### src/rtl/wb_pkg.sv
// Shared codes and default widths for the write-back stage and load extension.
package wb_pkg;

   localparam int unsigned DW_DEF = 32;
   localparam int unsigned AW_DEF = 5;
   localparam int unsigned CNT_W  = 4;

   typedef enum logic [1:0] {
      WSEL_ALU  = 2'd0,
      WSEL_LOAD = 2'd1,
      WSEL_LINK = 2'd2,
      WSEL_HILO = 2'd3
   } wsel_e;

   typedef enum logic [2:0] {
      LD_LW  = 3'd0,
      LD_LB  = 3'd1,
      LD_LBU = 3'd2,
      LD_LH  = 3'd3,
      LD_LHU = 3'd4
   } ld_type_e;

endpackage

### src/rtl/wb_stage_load_ext.sv
// Load data extraction: picks byte/half from a raw memory word and sign/zero extends it.
module load_ext
   import wb_pkg::*;
(
   input  logic [DW_DEF-1:0] word_i,
   input  logic [2:0]        ld_type_i,
   input  logic [1:0]        byte_off_i,
   output logic [DW_DEF-1:0] data_o
);

   logic [7:0]  byte_sel;
   logic [15:0] half_sel;

   always_comb begin
      byte_sel = word_i[{byte_off_i, 3'b000} +: 8];
      // Halfword alignment comes from off[1] alone; off[0] is ignored.
      half_sel = byte_off_i[1] ? word_i[31:16] : word_i[15:0];
      data_o   = word_i;
      case (ld_type_e'(ld_type_i))
         LD_LB:   data_o = {{24{byte_sel[7]}}, byte_sel};
         LD_LBU:  data_o = {24'h000000, byte_sel};
         LD_LH:   data_o = {{16{half_sel[15]}}, half_sel};
         LD_LHU:  data_o = {16'h0000, half_sel};
         default: data_o = word_i;
      endcase
   end

endmodule

### src/rtl/wb_stage.sv
// Write-back stage: arbitrates pipeline vs multicycle unit writes onto the register file port.
// Optional macro WB_FWD_EN adds registered and same-cycle forwarding outputs.
module wb_stage
   import wb_pkg::*;
#(
   parameter int unsigned DW           = DW_DEF,
   parameter int unsigned AW           = AW_DEF,
   parameter int unsigned STARVE_LIMIT = 4
) (
   input  logic          clk,
   input  logic          reset,
   input  logic          in_valid,
   output logic          in_ready,
   input  logic          in_wen,
   input  logic [AW-1:0] in_waddr,
   input  logic [1:0]    in_wsel,
   input  logic [DW-1:0] in_alu,
   input  logic [DW-1:0] in_mem,
   input  logic [DW-1:0] in_link,
   input  logic [DW-1:0] in_hilo,
   input  logic [2:0]    in_ld_type,
   input  logic [1:0]    in_byte_off,
   input  logic          md_req,
   input  logic [AW-1:0] md_waddr,
   input  logic [DW-1:0] md_wdata,
   output logic          md_ack,
   output logic          rf_we,
   output logic [AW-1:0] rf_waddr,
   output logic [DW-1:0] rf_wdata
`ifdef WB_FWD_EN
   ,
   output logic          fwd_valid,
   output logic [AW-1:0] fwd_addr,
   output logic [DW-1:0] fwd_data,
   output logic          nxt_valid,
   output logic [AW-1:0] nxt_addr,
   output logic [DW-1:0] nxt_data
`endif
);

   logic             rf_we_q, rf_we_d;
   logic [AW-1:0]    rf_waddr_q, rf_waddr_d;
   logic [DW-1:0]    rf_wdata_q, rf_wdata_d;
   logic [CNT_W-1:0] cnt_q, cnt_d;

   logic          starve_force;
   logic          pipe_wr;
   logic          md_grant;
   logic [DW-1:0] ld_data;
   logic [DW-1:0] pipe_data;

   load_ext u_load_ext (
      .word_i     (in_mem),
      .ld_type_i  (in_ld_type),
      .byte_off_i (in_byte_off),
      .data_o     (ld_data)
   );

   always_ff @(posedge clk or negedge reset) begin
      if (!reset) begin
         rf_we_q    <= 1'b0;
         rf_waddr_q <= '0;
         rf_wdata_q <= '0;
         cnt_q      <= '0;
      end else begin
         rf_we_q    <= rf_we_d;
         rf_waddr_q <= rf_waddr_d;
         rf_wdata_q <= rf_wdata_d;
         cnt_q      <= cnt_d;
      end
   end

   // Grant, data select and starvation counter update.
   always_comb begin
      starve_force = md_req & (cnt_q == CNT_W'(STARVE_LIMIT));
      pipe_wr      = in_valid & ~starve_force & in_wen & (in_waddr != '0);
      md_grant     = md_req & (starve_force | ~pipe_wr);

      case (wsel_e'(in_wsel))
         WSEL_LOAD: pipe_data = ld_data;
         WSEL_LINK: pipe_data = in_link;
         WSEL_HILO: pipe_data = in_hilo;
         default:   pipe_data = in_alu;
      endcase

      rf_we_d    = 1'b0;
      rf_waddr_d = rf_waddr_q;
      rf_wdata_d = rf_wdata_q;
      if (md_grant) begin
         // An md write to r0 is still acked, but never reaches the regfile.
         rf_we_d    = (md_waddr != '0);
         rf_waddr_d = md_waddr;
         rf_wdata_d = md_wdata;
      end else if (pipe_wr) begin
         rf_we_d    = 1'b1;
         rf_waddr_d = in_waddr;
         rf_wdata_d = pipe_data;
      end

      cnt_d = cnt_q;
      if (md_grant || !md_req) begin
         cnt_d = '0;
      end else if (cnt_q != CNT_W'(STARVE_LIMIT)) begin
         cnt_d = cnt_q + CNT_W'(1);
      end
   end

   assign in_ready = ~starve_force;
   assign md_ack   = md_grant;
   assign rf_we    = rf_we_q;
   assign rf_waddr = rf_waddr_q;
   assign rf_wdata = rf_wdata_q;

`ifdef WB_FWD_EN
   assign fwd_valid = rf_we_q;
   assign fwd_addr  = rf_waddr_q;
   assign fwd_data  = rf_wdata_q;
   assign nxt_valid = rf_we_d;
   assign nxt_addr  = rf_waddr_d;
   assign nxt_data  = rf_wdata_d;
`endif

endmodule

### config.mk
export PLATFORM = sky130hd
export DESIGN_NAME = wb_stage
export DESIGN_NICKNAME = d
export VERILOG_FILES = /design/src/rtl/wb_pkg.sv /design/src/rtl/wb_stage_load_ext.sv /design/src/rtl/wb_stage.sv
export SDC_FILE = /design/constraint.sdc
export NUM_CORES = 1
export LEC_CHECK = 0
export BUFFER_PORTS_ARGS = -buffer_cell sky130_fd_sc_hd__buf_2
export CAP_MARGIN = 20
export CORE_MARGIN = 8
export CORE_UTILIZATION = 40
export CTS_BUF_LIST = sky130_fd_sc_hd__clkbuf_8
export CTS_CLUSTER_DIAMETER = 30
export DETAILED_ROUTE_END_ITERATION = 10
export PLACE_DENSITY = 0.75
export SETUP_SLACK_MARGIN = 0.5
export SLEW_MARGIN = 20
export SYNTH_ARGS = -nofsm -noshare
export SYNTH_HDL_FRONTEND = slang
export SYNTH_SLANG_ARGS = --single-unit
### constraint.sdc
create_clock -name clk -period 2.55 [get_ports clk]
set_input_delay 0.51 -clock clk [delete_from_list [all_inputs] [get_ports clk]]
set_output_delay 0.51 -clock clk [all_outputs]
set_load 0.05 [all_outputs]
# Yosys cells after proc, flatten, opt, wreduce, memory -nomap -nowiden

Index checks and enable logic that the tools add are counted.
Widths: inputs -> output; s select.

Register bits after elaboration: 42
Input port bits: 182
Logic and storage cells: 40

Add/sub/neg operators: 1
Equal/unequal tests: 9
Shifts and indexed selects: 1
Multiplexer cells: 11
Bitwise gates (word level): 8
Reductions and logical operators: 6

Operators by type and width:

| cell                | count |
|---|---|
| $pmux 32 s4         | 1 |
| $pmux 32 s3         | 1 |
| $mux 32             | 2 |
| $shiftx 32x6->8     | 1 |
| $mux 16             | 1 |
| $mux 5              | 2 |
| $reduce_bool 5->1   | 2 |
| $mux 4              | 2 |
| $eq 3x2->1 const B  | 2 |
| $and 1x1->1         | 5 |
| $add 4x1->4 const B | 1 |
| $eq 2x2->1 const B  | 2 |
| $eq 4x3->1 const B  | 1 |
| $ne 4x3->1 const B  | 1 |
| $reduce_bool 2->1   | 2 |
| $eq 3x1->1 const B  | 1 |
| $eq 3x3->1 const B  | 1 |
| $eq 2x1->1 const B  | 1 |
| $mux 1              | 2 |
| $not 1->1           | 2 |
| $logic_not 1->1     | 1 |
| $logic_or 1x1->1    | 1 |
| $or 1x1->1          | 1 |

# Logic depth before layout (Yosys ltp)

Gate-level depths: netlist (run 1).

Word-level depth: 11
Mapped depth: 8

# Hierarchy

Synthesis (run 1) repeated with hierarchy kept, for this count alone.

Cell total of the unflattened synthesis: 355
Area total of the unflattened synthesis: 3657.3 um2

By module, submodules not included:

| module   | instances | cells each | area an instance (um2) |
|---|---|---|---|
| wb_stage | 1         | 235        | 2807.7 |
| load_ext | 1         | 120        | 849.6 |

# Worst setup path after synthesis (run 1)

No wires, ideal clock.

Kind: register to output
Start: register cnt_q[0]
End: output port md_ack
Arrival time: 2.259 ns
Required time: 2.040 ns
Setup slack: -0.219 ns
Cell stages (with the launch flop): 7
Cells stage by stage: dfrtp_1 inv_1 ha_1 nand4b_1 o2111ai_4 buf_2 and2_1

Cells in the longest elaborated chain, start to end: 9

RTL lines:

| item                      | RTL line       | RTL |
|---|---|---|
| from (decl)               | wb_stage.sv:44 | `logic [CNT_W-1:0] cnt_q, cnt_d;` |
| from (signal assigned)    | wb_stage.sv:69 | `cnt_q <= cnt_d;` |
| $eq 4x3->1                | wb_stage.sv:75 | `starve_force = md_req & (cnt_q == CNT_W'(STARVE_LIMIT));` |
| $and 1x1->1               | wb_stage.sv:75 |  |
| $not 1->1                 | -              |  |
| net in_ready              | wb_stage.sv:13 | `output logic in_ready,` |
| $and 1x1->1 (3 in series) | wb_stage.sv:76 | `pipe_wr = in_valid & ~starve_force & in_wen & (in_waddr != '0);` |
| $not 1->1                 | wb_stage.sv:77 | `md_grant = md_req & (starve_force \| ~pipe_wr);` |
| $or 1x1->1                | wb_stage.sv:77 |  |
| $and 1x1->1               | wb_stage.sv:77 |  |
| to (decl)                 | wb_stage.sv:26 | `output logic md_ack,` |

The timed path passes the listed nets, and every way through them passes these cells.

# Worst setup path in the final report (run 1)

Start: input port in_waddr[2]
End: output port md_ack

Cells in the longest elaborated chain, start to end: 5

RTL lines:

| item              | RTL line       | RTL |
|---|---|---|
| from (decl)       | wb_stage.sv:15 | `input logic [AW-1:0] in_waddr,` |
| $reduce_bool 5->1 | wb_stage.sv:76 |  |
| $and 1x1->1       | wb_stage.sv:76 |  |
| $not 1->1         | wb_stage.sv:77 |  |
| $or 1x1->1        | wb_stage.sv:77 |  |
| $and 1x1->1       | wb_stage.sv:77 |  |

No other way between the ends.

==> results.md, run 1 <==
* Detail-routed net length per standard cell at 21.6 um
* DRT iter0 DRCs at 329
* First-pass GRT wire length at 24500 um
* Period utilisation layout at 85.9%
* Maximum number of pins on one net before global-route repair at 62
* Most heavily used metal layer in global routing: met2
* Most common cell in the netlist: sky130_fd_sc_hd__dfrtp_1
* Root buf cell: sky130_fd_sc_hd__clkbuf_8
* Met3 global-route usage at 6.39%
* Worst setup EP type: output port
* Proportion of netlist area held by the largest area contributor at 27.9%
* Worst-case headroom to the max-slew limit at 56.8%
* Maximum clock path buffer count at 2
* Top fanout value on the critical path at 2
* Syn Std Cell Area at 3770 um2
* Maximum clock skew at final layout at 3.24 ps
* Number of vias after detailed routing at 4510
* Starting Density at 41.0%
* Number of antenna diodes at 0
* Io pins at 222
* Clock latency at the later pin of the worst-skew pair at 290 ps
* Layout Cells excl Fill at 746
* Overall global routing resource usage at 23.7%
* Synth-to-Final Area Change at 37.1%
* Total iterations of the first detailed-routing run at 6
* Syn_area_per_cell at 8.89 um2
* Worst vdd ir at 0.203 mV
* Unrepaired setup endpoints after global routing: true
* Commonest cells post-synth: sky130_fd_sc_hd__dfrtp_1, sky130_fd_sc_hd__o22ai_1, sky130_fd_sc_hd__mux2_2, sky130_fd_sc_hd__a221oi_1, sky130_fd_sc_hd__nor2b_1
* Post-layout utilization of the core at 56.2%
* WS Path Type: input pin to output port
* Unique masters post-synth at 57
* Worst-case setup slack after placement at 49.5 ps
* Final worst-path setup slack at 359 ps
* Data required time of the worst path at 2040 ps
* Arrival time reported for the critical path endpoint at 1680 ps
* Die area at 12800 um2
* Detailed Place HPWL at 12400 um
* Fin. Hold Viols at 0
* Highest Clock Rate at 456 MHz
* Share of synthesized registers carrying an async set or reset at 100%
* Max cap viols at 0
* Static Leak at 2.38 nW
* Synthesized netlist cell count at 424
* Proportion of synthesized chip area in sequential cells at 27.9%
* Number of buffer cells added on primary ports at 221
* Fraction of met1 tracks used by global routing at 28.6%
* Number of max-slew violations in the final report at 0
* H-Tree Level Count at 2
* Via count of the first global-routing pass at 4631
* Filler Cell Count at 871
* FF+latch count, synth at 42
* Vias/cell at 6.05
* Synth area leader: sky130_fd_sc_hd__dfrtp_1
* Number of warnings printed during yosys synthesis at 0
* Pin slew with the least headroom to its limit at 648 ps
* GRT met2 Usage at 39.9%
* Placer Congestion at 0.882
* Ratio of total power to cell area at 466 nW/um2
* Net count after synthesis at 608
* # setup viols final at 0
* Total number of placement rows at 35
* Number of enable-type register cells in the synthesized netlist at 0
* Placeable core area at 9200 um2
* Post-Route WL at 16100 um
* Register area at 1050 um2
* Initial antenna violation count at 0
* Multi-input gate area at 2500 um2
* Status: finished, final reports clean
* DIE WIDTH at 113 um
* TritonCTS clock tree: yes
* Post-route worst hold slack at 91.9 ps
* Floorplan die height at 113 um
* Total CTS buffers at 5
* TNS Setup at 0 ps
* Cell Count Post-Placement at 727
* Most used flip-flop cell after synthesis: sky130_fd_sc_hd__dfrtp_1
* Kind of path behind the tightest hold check: input pin to async pin
* Startpoint type of the worst setup path: input pin
* Share of cells above drive strength 1 at 48.0%
* Final critical path time including I/O delays and setup at 2190 ps
* Largest cells by area after synthesis: sky130_fd_sc_hd__dfrtp_1, sky130_fd_sc_hd__mux2_2, sky130_fd_sc_hd__o22ai_1, sky130_fd_sc_hd__a221oi_1, sky130_fd_sc_hd__mux2i_1
* Global route total overflow at 0
* DRC violation count after routing at 0
* Clock slew seen by the registers of the worst setup and hold paths at 90 ps
* Layout Nets at 818
* Clock net sink count at 42
* Count of antenna-violating nets left after detailed routing at 0
[routing by layer]
metal	part of all wire [%]	vias up	wire length, um
met5	0	-	0
met4	2.6	0	423
met3	9.3	31	1500
met2	49	266	7840
met1	39	2141	6360
li1	-	2072	-
[cell usage in the layout, fill, tap and decap left out, types with 16 or more instances in the layout]
cell type / synthesis / layout
sky130_fd_sc_hd__dfrtp_1: 42 / 42
sky130_fd_sc_hd__nor2b_1: 22 / 22
sky130_fd_sc_hd__a211oi_1: 17 / 16
sky130_fd_sc_hd__buf_4: 4 / 20
sky130_fd_sc_hd__mux2_2: 30 / 30
sky130_fd_sc_hd__nand2b_1: 18 / 18
sky130_fd_sc_hd__buf_2: 16 / 218
sky130_fd_sc_hd__o22ai_1: 35 / 35
sky130_fd_sc_hd__a221oi_1: 22 / 22
sky130_fd_sc_hd__nand2_1: 21 / 21
sky130_fd_sc_hd__mux2i_1: 19 / 19
sky130_fd_sc_hd__nor2_1: 21 / 20
[path summary, 6_finish.rpt]
| path | start | end | slack (ps) | depth (start not counted) |
|---|---|---|---|---|
| worst max-delay path | in_waddr[2] | md_ack | 360 | 5 |
| worst min-delay path | reset | rf_wdata[1] | 90 | 1 |
| worst max register to register | cnt_q[0] | rf_wdata[27] | 470 | 7 |
| worst min register to register | cnt_q[0] | cnt_q[0] | 500 | 1 |
| max in group asynchronous | reset | rf_wdata[15] | 1740 | 2 |
| min in group clk | md_waddr[4] | rf_we | 480 | 3 |
[power by group]
| part | switching (mW) | internal (mW) | total, mW |
|---|---|---|---|
| combinational | 0.690 | 0.399 | 1.09 |
| clock | 0.243 | 0.286 | 0.529 |
| sequential | 0.0430 | 0.746 | 0.789 |
[cell families (layout without fill, tap and decap cells)]
logic type | after synthesis | in the layout | share of synthesized area, %
AO/OA/AOI/OAI | 156 | 156 | 32.0
XOR/XNOR | 2 | 2 | 0.465
buffers and inverters | 50 | 260 | 6.31
adder cells (fa/ha/maj) | 2 | 2 | 0.664
AND/OR/NAND/NOR | 122 | 123 | 18.0
multiplexers | 50 | 50 | 14.6
flip-flops | 42 | 42 | 27.9
[timing repair]
action                     in CTS  in global routing
gates cloned                    1                  1
gates resized for setup         5                  4
pin swaps                       3                  3
hold buffers                    0                  0
setup buffers                   2                  7
setup endpoints to repair      24                 22
[state kept, by name (all words and copies together), names as in the netlist]
register	flops
cnt_q	4
rf_waddr	5
rf_wdata	32
rf_we	1
[per-stage QoR]
step,power (mW),area (um2)
finish,2.41,5170
global placement,1.84,4920
floorplan,1.49,3780
detailed placement,1.86,4920
global route,2.51,5170
CTS,2.39,5060
[critical path, cell delays in order]
cell and delay [ps]:
sky130_fd_sc_hd__buf_6 90, sky130_fd_sc_hd__or4_4 550, sky130_fd_sc_hd__o2111ai_4 200, sky130_fd_sc_hd__and2_4 180, sky130_fd_sc_hd__buf_8 140
[final cells by class]
type                       instances  area share, %
clock buffer                       5           1.33
clock inverter                     3          0.727
inverter                           9          0.654
multi-input combinational        333           48.5
sequential                        42           20.3
tap                              111           2.69
timing repair buffer             243           25.8
Power figures use the tool's default switching activity.
==> run 2: changes to the inputs <==
- CORE_MARGIN: 8 -> unset
- CTS_BUF_LIST: sky130_fd_sc_hd__clkbuf_8 -> unset
==> results.md, run 2 (synthesis results as in run 1) <==
* TritonCTS clock tree: yes
* Number of max-slew violations in the final report at 0 (unchanged)
* Global route total overflow at 0 (unchanged)
* Clock slew seen by the registers of the worst setup and hold paths at 80 ps (about the same)
* Total CTS buffers at 5 (unchanged)
* Design Area, Final at 5100 um2 (-1.3%)
* Number of flip-flops under the largest register name at 32 (unchanged)
* Maximum number of pins on one net before global-route repair at 62 (unchanged)
* Period utilisation layout at 85.9% (about the same)
* Worst-case headroom to the max-slew limit at 53.2% (-3.6 points)
* DRC violation count after routing at 0 (unchanged)
* Total number of placement rows at 35 (unchanged)
* Via count of the first global-routing pass at 4300 (-7.1%)
* DRT iter0 DRCs at 274 (-17%)
* Fin. Hold Viols at 0 (unchanged)
* Starting Density at 41.0% (unchanged)
* Top library cells by usage in the layout, fill and taps aside: sky130_fd_sc_hd__buf_2, sky130_fd_sc_hd__dfrtp_1, sky130_fd_sc_hd__o22ai_1
* Initial antenna violation count at 0 (unchanged)
* Sequential cell fraction of total power at 33.1% (+0.3 points)
* Combinational cell fraction of total power at 44.9% (-0.4 points)
* Status: finished, final reports clean
* Io pins at 222 (unchanged)
* Top fanout value on the critical path at 2 (unchanged)
* Clock group share of total power at 22.0% (about the same)
* Maximum clock skew at final layout at 4.04 ps (+0.794 ps)
* Root buf cell: sky130_fd_sc_hd__clkbuf_8
* Layout Nets at 814 (-0.49%)
* Unrepaired setup endpoints after global routing: true
* # setup viols final at 0 (unchanged)
* Synth-to-Final Area Change at 35.4%
* Internal power at 1.43 mW (about the same)
* Most common cell after layout, fill and taps aside: sky130_fd_sc_hd__buf_2
* Clock latency at the later pin of the worst-skew pair at 290 ps (about the same)
* DIE WIDTH at 99.1 um (-12%)
* Instance area at placement at 4920 um2 (+0.15%)
* Kind of path behind the tightest hold check: input pin to async pin
* Worst setup EP type: output port
* Arrival time reported for the critical path endpoint at 1680 ps (about the same)
* Startpoint type of the worst setup path: input pin
* Share of cells above drive strength 1 at 47.5% (-0.49 points)
* Filler Cell Count at 856 (-1.7%)
* Clock net sink count at 42 (unchanged)
* Static Leak at 2.33 nW (-1.8%)
* Final critical path time including I/O delays and setup at 2190 ps (+0.133 ps)
* Detail-routed net length per standard cell at 19.7 um (-8.8%)
* Placeable core area at 9200 um2 (unchanged)
* Worst vdd ir at 0.217 mV (+7.0%)
* Data required time of the worst path at 2040 ps (about the same)
* First-pass GRT wire length at 22400 um (-8.7%)
* TNS Setup at 0 ps (unchanged)
* Detailed Place HPWL at 11100 um (-10%)
* Floorplan die height at 99.1 um (-12%)
* Sw power at 0.961 mW (-1.6%)
* Post-Route WL at 14600 um (-9.3%)
* Die area at 9810 um2 (-23%)
* Count of antenna-violating nets left after detailed routing at 0 (unchanged)
* WS Path Type: input pin to output port
* Number of vias after detailed routing at 4534 (+0.53%)
* Maximum clock path buffer count at 2 (unchanged)
* Ratio of total power to cell area at 469 nW/um2 (+0.64%)
* Highest Clock Rate at 456 MHz (about the same)
* Total iterations of the first detailed-routing run at 5 (-1)
* Tot Pwr at 2.39 mW (-0.65%)
* Max cap viols at 0 (unchanged)
* Number of buffer cells added on primary ports at 221 (unchanged)
* Placer Congestion at 0.929 (+5.3%)
* Vias/cell at 6.11 (+1.1%)
* Number of antenna diodes at 0 (unchanged)
* Net Sw Frac at 40.2% (-0.39 points)
* Pin slew with the least headroom to its limit at 702 ps (+53.6 ps)
* Overall global routing resource usage at 29.1% (+5.3 points)
* H-Tree Level Count at 2 (unchanged)
## run 2: changes by cell type in the layout (fill, tap and decap cells not counted)
cell                        delta
sky130_fd_sc_hd__a211oi_2      -1
sky130_fd_sc_hd__buf_2         +1
sky130_fd_sc_hd__a211oi_1      +1
sky130_fd_sc_hd__buf_16        -1
sky130_fd_sc_hd__clkbuf_16     -1
sky130_fd_sc_hd__inv_1         -2
sky130_fd_sc_hd__buf_4         -3
sky130_fd_sc_hd__buf_12        +1
sky130_fd_sc_hd__buf_6         -1
sky130_fd_sc_hd__clkbuf_1      +2
## run 2: metal layers
| metal | track usage, % | part of all wire, % | vias to the layer above |
|---|---|---|---|
| met5 | 0 | 0 | - |
| met4 | 11.7 | 2.9 | 0 |
| met3 | 5.67 | 9.3 | 35 |
| met2 | 48.6 | 49 | 296 |
| met1 | 36.8 | 39 | 2130 |
| li1 | - | - | 2073 |
## run 2: final cells by class
| cell class | count | area (um2) | area share, % |
|---|---|---|---|
| inverters | 9 | 33.8 | 0.662 |
| flip-flops and latches | 42 | 1050 | 20.6 |
| repair buffers | 239 | 1270 | 24.9 |
| clock inverters | 1 | 30.0 | 0.589 |
| well taps | 111 | 139 | 2.72 |
| clock buffers | 7 | 76.3 | 1.50 |
| multi-input cells | 333 | 2500 | 49.0 |
## run 2: worst paths after layout
kind | startpoint | end | slack, ps | cells after the start
worst max-delay path | in_waddr[1] | md_ack | 360 | 5
worst min register to register | cnt_q[0] | cnt_q[0] | 510 | 1
max in group asynchronous | reset | cnt_q[0] | 1750 | 2
min in group clk | in_waddr[1] | rf_waddr[1] | 480 | 3
worst max register to register | cnt_q[0] | rf_wdata[0] | 490 | 8
worst min-delay path | reset | rf_wdata[10] | 70 | 1
## run 2: stage by stage
stage	setup WS (ps)	hold slack, ps	cells	util, %
2_1_floorplan	114	214	424	-
3_3_place_gp	109	395	728	53.5
3_5_place_dp	20.5	392	728	53.5
4_1_cts	341	70.1	737	55.0
5_1_grt	342	78.5	742	55.5
6_report	359	72.7	742	55.5
## run 2: critical path, cell delays in order
cell,delay (ps)
sky130_fd_sc_hd__buf_6,90
sky130_fd_sc_hd__or4_4,540
sky130_fd_sc_hd__o2111ai_4,220
sky130_fd_sc_hd__and2_4,180
sky130_fd_sc_hd__buf_8,130
## run 2: what timing repair did
action,4_1_cts,5_1_grt
hold buffers,0,0
cloned,1,0
endpoints found under the setup margin,24,17
buffers inserted,0,5
pin swaps,1,3
resized for setup,5,1
## run 2: power groups by stage
| stage | logic [mW] | clock network [mW] | registers [mW] |
|---|---|---|---|
| 6_report | 1.07 | 0.527 | 0.791 |
| 5_1_grt | 1.14 | 0.559 | 0.799 |
| 4_1_cts | 1.06 | 0.539 | 0.790 |
| 3_5_place_dp | 1.05 | 0 | 0.802 |
| 3_3_place_gp | 1.04 | 0 | 0.802 |
| 2_1_floorplan | 0.407 | 0 | 1.08 |
